## src/rtl/cluster_merge_n.sv

```systemverilog
// Merges two presorted halves of cluster slots into one ascending list using a
// registered Batcher odd-even merge, keeping the lowest MXOUT slots and tracking overflow.
module cluster_merge_n #(
    parameter int MXIN      = 16,
    parameter int MXOUT     = 8,
    parameter int MXADRBITS = 11,
    parameter int MXCNTBITS = 3
) (
    input  logic                       clock4x,
    input  logic                       reset_n,
    input  logic                       valid_in,
    input  logic [MXIN*MXADRBITS-1:0]  adr_in,
    input  logic [MXIN*MXCNTBITS-1:0]  cnt_in,
    input  logic [MXIN-1:0]            vpfs,
    input  logic                       clear_cnt,
    output logic                       valid_out,
    output logic [MXOUT*MXADRBITS-1:0] adr_out,
    output logic [MXOUT*MXCNTBITS-1:0] cnt_out,
    output logic [MXOUT-1:0]           vpf_out,
    output logic                       overflow,
    output logic [15:0]                overflow_cnt
);

    localparam int LAT = $clog2(MXIN);
    localparam int PCW = $clog2(MXIN + 1);

    logic [MXADRBITS-1:0] r_adr [LAT][MXIN];
    logic [MXCNTBITS-1:0] r_cnt [LAT][MXIN];
    logic [MXIN-1:0]      r_vpf [LAT];
    logic [LAT-1:0]       r_valid;
    logic [LAT-1:0]       r_ovf;
    logic [15:0]          r_ovf_cnt;

    logic [MXADRBITS-1:0] w_src_adr [LAT][MXIN];
    logic [MXCNTBITS-1:0] w_src_cnt [LAT][MXIN];
    logic [MXIN-1:0]      w_src_vpf [LAT];
    logic [MXADRBITS-1:0] w_nxt_adr [LAT][MXIN];
    logic [MXCNTBITS-1:0] w_nxt_cnt [LAT][MXIN];
    logic [MXIN-1:0]      w_nxt_vpf [LAT];
    logic [PCW-1:0]       w_popcnt;
    logic                 w_ovf;

    // Invalid slots carry the largest possible key so they always settle at the top.
    function automatic logic key_gt(input logic va, input logic [MXADRBITS-1:0] aa,
                                    input logic vb, input logic [MXADRBITS-1:0] ab);
        return {~va, aa} > {~vb, ab};
    endfunction

    always_comb begin
        for (int i = 0; i < MXIN; i++) begin
            w_src_vpf[0][i] = vpfs[i];
            w_src_adr[0][i] = vpfs[i] ? adr_in[i*MXADRBITS +: MXADRBITS] : '1;
            w_src_cnt[0][i] = vpfs[i] ? cnt_in[i*MXCNTBITS +: MXCNTBITS] : '0;
        end
        for (int l = 1; l < LAT; l++) begin
            w_src_vpf[l] = r_vpf[l-1];
            for (int i = 0; i < MXIN; i++) begin
                w_src_adr[l][i] = r_adr[l-1][i];
                w_src_cnt[l][i] = r_cnt[l-1][i];
            end
        end
    end

    // Layer l compares slots k apart (k = MXIN/2 >> l); later layers skip the outer k slots.
    always_comb begin
        for (int l = 0; l < LAT; l++) begin
            w_nxt_vpf[l] = w_src_vpf[l];
            for (int i = 0; i < MXIN; i++) begin
                int  k;
                int  o;
                int  p;
                logic lower;
                logic swap;
                k = (MXIN / 2) >> l;
                o = (l == 0) ? 0 : k;
                p = i;
                lower = 1'b0;
                swap = 1'b0;
                w_nxt_adr[l][i] = w_src_adr[l][i];
                w_nxt_cnt[l][i] = w_src_cnt[l][i];
                if (i >= o && i < MXIN - o) begin
                    lower = ((i - o) % (2 * k)) < k;
                    p = lower ? i + k : i - k;
                    swap = lower ? key_gt(w_src_vpf[l][i], w_src_adr[l][i], w_src_vpf[l][p], w_src_adr[l][p])
                                 : key_gt(w_src_vpf[l][p], w_src_adr[l][p], w_src_vpf[l][i], w_src_adr[l][i]);
                    if (swap) begin
                        w_nxt_adr[l][i] = w_src_adr[l][p];
                        w_nxt_cnt[l][i] = w_src_cnt[l][p];
                        w_nxt_vpf[l][i] = w_src_vpf[l][p];
                    end
                end
            end
        end
    end

    always_comb begin
        w_popcnt = '0;
        for (int i = 0; i < MXIN; i++) begin
            w_popcnt = w_popcnt + PCW'(vpfs[i]);
        end
        w_ovf = valid_in && (w_popcnt > PCW'(MXOUT));
    end

    always_ff @(posedge clock4x or negedge reset_n) begin
        if (!reset_n) begin
            for (int l = 0; l < LAT; l++) begin
                r_vpf[l] <= '0;
                for (int i = 0; i < MXIN; i++) begin
                    r_adr[l][i] <= '1;
                    r_cnt[l][i] <= '0;
                end
            end
            r_valid <= '0;
            r_ovf   <= '0;
        end else begin
            for (int l = 0; l < LAT; l++) begin
                r_vpf[l] <= w_nxt_vpf[l];
                for (int i = 0; i < MXIN; i++) begin
                    r_adr[l][i] <= w_nxt_adr[l][i];
                    r_cnt[l][i] <= w_nxt_cnt[l][i];
                end
            end
            r_valid <= {r_valid[LAT-2:0], valid_in};
            r_ovf   <= {r_ovf[LAT-2:0], w_ovf};
        end
    end

    always_ff @(posedge clock4x or negedge reset_n) begin
        if (!reset_n) begin
            r_ovf_cnt <= '0;
        end else if (clear_cnt) begin
            r_ovf_cnt <= '0;
        end else if (r_valid[LAT-1] && r_ovf[LAT-1] && r_ovf_cnt != 16'hFFFF) begin
            r_ovf_cnt <= r_ovf_cnt + 16'd1;
        end
    end

    always_comb begin
        for (int j = 0; j < MXOUT; j++) begin
            adr_out[j*MXADRBITS +: MXADRBITS] = r_adr[LAT-1][j];
            cnt_out[j*MXCNTBITS +: MXCNTBITS] = r_cnt[LAT-1][j];
            vpf_out[j]                        = r_vpf[LAT-1][j];
        end
    end

    assign valid_out    = r_valid[LAT-1];
    assign overflow     = r_ovf[LAT-1];
    assign overflow_cnt = r_ovf_cnt;

endmodule

```

## config.mk

```make
export PLATFORM = sky130hd
export DESIGN_NAME = cluster_merge_n
export DESIGN_NICKNAME = d
export VERILOG_FILES = /design/src/rtl/cluster_merge_n.sv
export SDC_FILE = /design/constraint.sdc
export NUM_CORES = 1
export LEC_CHECK = 0
export CORE_UTILIZATION = 35
export CTS_CLUSTER_SIZE = 10
export DETAILED_ROUTE_END_ITERATION = 16
export PLACE_DENSITY = 0.63
export SYNTH_ARGS = -nofsm -noshare
export SYNTH_HDL_FRONTEND = slang
export SYNTH_SLANG_ARGS = --single-unit
export TNS_END_PERCENT = 10
```

## constraint.sdc

```tcl
create_clock -name clock4x -period 6.1 [get_ports clock4x]
set_clock_uncertainty 0.15 [all_clocks]
set_input_delay 1.22 -clock clock4x [delete_from_list [all_inputs] [get_ports clock4x]]
set_output_delay 1.22 -clock clock4x [all_outputs]
set_load 0.01 [all_outputs]
```

==> results.tsv <==
metric	value	unit
status	finished, final reports clean	
die area	87100	um2
count of pins over their slew limit	0	
routed len/inst	20.0	um
fin util	42.9	%
WHS	188	ps
Pint	0.0104	W
drc violations	0	
# port buffers	381	
sw frac	31.0	%
placed inst area	34300	um2
share of the synthesized area in the top cell type	37.5	%
Post-CTS Resized	0	
P_sw	0.00466	W
clock latency on the worst-skew pair	600	ps
share of cells above drive strength 1	27.4	%
synth unique cells	42	
Min-Delay Path Class	flip-flop to flip-flop	
drt initial violations	914	
slew margin rel.	34.2	%
area delta synth->final	21.5	%
crit-path max FO	5	
CP required	6430	ps
Hold Buf Count CTS	0	
CTS Buf Count	73	
post-CTS setup buffer count	0	
Final #Nets	3248	
Post-Syn Area	30100	um2
Post-DP HPWL	62.3	mm
Rows	107	
post-route cell area	36500	um2
largest net degree at the start of global routing	162	
Yosys top cell by area	dfstp_2	
Vias	18406	
VDD IR max	0.000214	V
Final period util	81.3	%
DRT Pass-1 Iters	5	
Setup TNS	0	ps
total wire length	79.2	mm
final hold vios	0	
CTS tree	yes	
Synth Instances	2445	
GRT overflow	0	
Vias/cell	4.64	
Routed Antenna Nets	0	
CTS root buf	clkbuf_16	
initial antenna violation count	21	
I/O pins	382	
Syn Nets	2945	
static leakage	15.9	nW
Die X	295	um
global-route wire length before repair	115	mm
grt peak-use layer	met2	
crit path DAT	5290	ps
RSZ-0062 raised after global routing	no	
sequential cell fraction of total power	41.0	%
All-Layer GR Usage	18.1	%
die height	295	um
Clk pwr share	26.5	%
Final GP Congestion	0.858	
H-tree depth	3	
met1 GRT Util	23.6	%
Post-synth EDFFs	0	
number of global-route vias before repair	18812	
Slew @ Worst Pin	987	ps
share of flip-flops with an asynchronous set or reset	100	%
element type at the critical path end	flip-flop	
GR Layer Usage met2	30.0	%
critical path class	input pin to flip-flop	
clk slew on worst S/H paths	60	ps
final period demand of the worst path	4960	ps
crit path launch type	input pin	
Yosys warning count	0	
Comb power frac	32.5	%
top cells by area, synth	dfstp_2, dfrtp_1, ha_1, mux2_2, mux2i_1	
met3 usage in global routing	3.53	%
Starting Density	35.3	%
sequential share of the synthesized area	52.5	%
CTS max path bufs	3	
core area	85100	um2
clock sink count	609	
commonest non-fill, non-tap cell in the layout	dfstp_2	
Most used DFF post-synth	dfstp_2	
Max Clock Freq	0.202	GHz
Syn Area/Cell	12.3	um2
Final Setup Violations	0	
# Max-Cap Violations	0	
PwrDens	411	nW/um2
#FFs+latches synth	609	
most frequent cells in the layout	dfstp_2, clkdlybuf4s50_1, inv_1, ha_1, mux2_2	
## metrics by stage
stage,instances,setup slack (ps),power [W]
after detailed placement,3817,520,0.0112
after CTS,3948,1130,0.0153
final,3963,1140,0.0150
after floorplan,2445,1160,0.00957
after global placement,3817,597,0.0111
after global routing,3955,976,0.0159
## critical path, stage by stage
cell and delay, ps:
clkdlybuf4s50_1 610, inv_1 140, fa_1 640, fa_1 460, fa_1 510, fa_1 420, inv_1 70, ha_1 160
inv_1 60, fa_1 400, xnor2_1 140, nor3b_1 160, o21ai_0 110, and2_1 170
## final timing paths
path / from / end / slack (ps) / cells after the start
hold / removal: r_adr[669] / r_adr[493] / 190 / 0
hold reg to reg: r_adr[669] / r_adr[493] / 190 / 0
max in group asynchronous: reset_n / r_vpf[52] / 3900 / 2
setup / recovery: vpfs[11] / r_ovf[0] / 1140 / 14
min in group asynchronous: reset_n / cnt_out[10] / 510 / 1
setup reg to reg: r_adr[471] / r_cnt[86] / 3010 / 8
## cells in the mapped netlist, types with 15 or more instances
library cell	n
buf_4	151
inv_1	263
a211o_1	18
nor2b_1	26
nand2b_1	15
o21ai_0	15
xnor2_1	15
nand3_1	20
nor3_1	20
nand2_1	88
mux2i_1	181
nor2_1	193
dfrtp_1	180
mux2_1	100
nand4_1	66
a21oi_1	102
dfstp_2	429
mux2_2	200
ha_1	246
o211ai_1	20
## power groups by stage
stage	clock network [W]	logic (W)	registers (W)
2_1_floorplan	0	0.00374	0.00583
3_3_place_gp	0	0.00488	0.00623
3_5_place_dp	0	0.00491	0.00624
4_1_cts	0.00410	0.00496	0.00619
5_1_grt	0.00427	0.00536	0.00627
6_report	0.00398	0.00489	0.00616
## flip-flops by register name (all words and copies together) (netlist names)
register / flops
r_ovf: 4
cnt_out: 24
r_valid: 4
adr_out: 88
overflow_cnt: 16
r_cnt: 93
r_vpf: 31
r_adr: 341
vpf_out: 8
## cells by family after synthesis
family / after synthesis / synth area share [%]
mux: 481 / 17.3
simple gates: 445 / 6.82
xor+xnor: 16 / 0.466
buf+inv: 445 / 7.76
compound gates: 193 / 4.34
flops: 609 / 52.5
fa+ha+maj: 256 / 10.9
## layer usage
layer  vias up  part of all wire [%]
met1      9093                    44
met4         8                   2.7
met5         -                 0.059
met2       360                    48
met3       108                   5.1
li1       8837                     -
## layout make-up
type	count	area, um2
tap	1144	1430
sequential	609	15800
fill	7939	48600
clock inverter	5	76.3
timing repair buffer	410	4070
antenna	15	37.5
inverter	263	987
clock buffer	126	2100
multi-input combinational	1391	12100
Note: power is estimated with default switching activity, not from simulation.
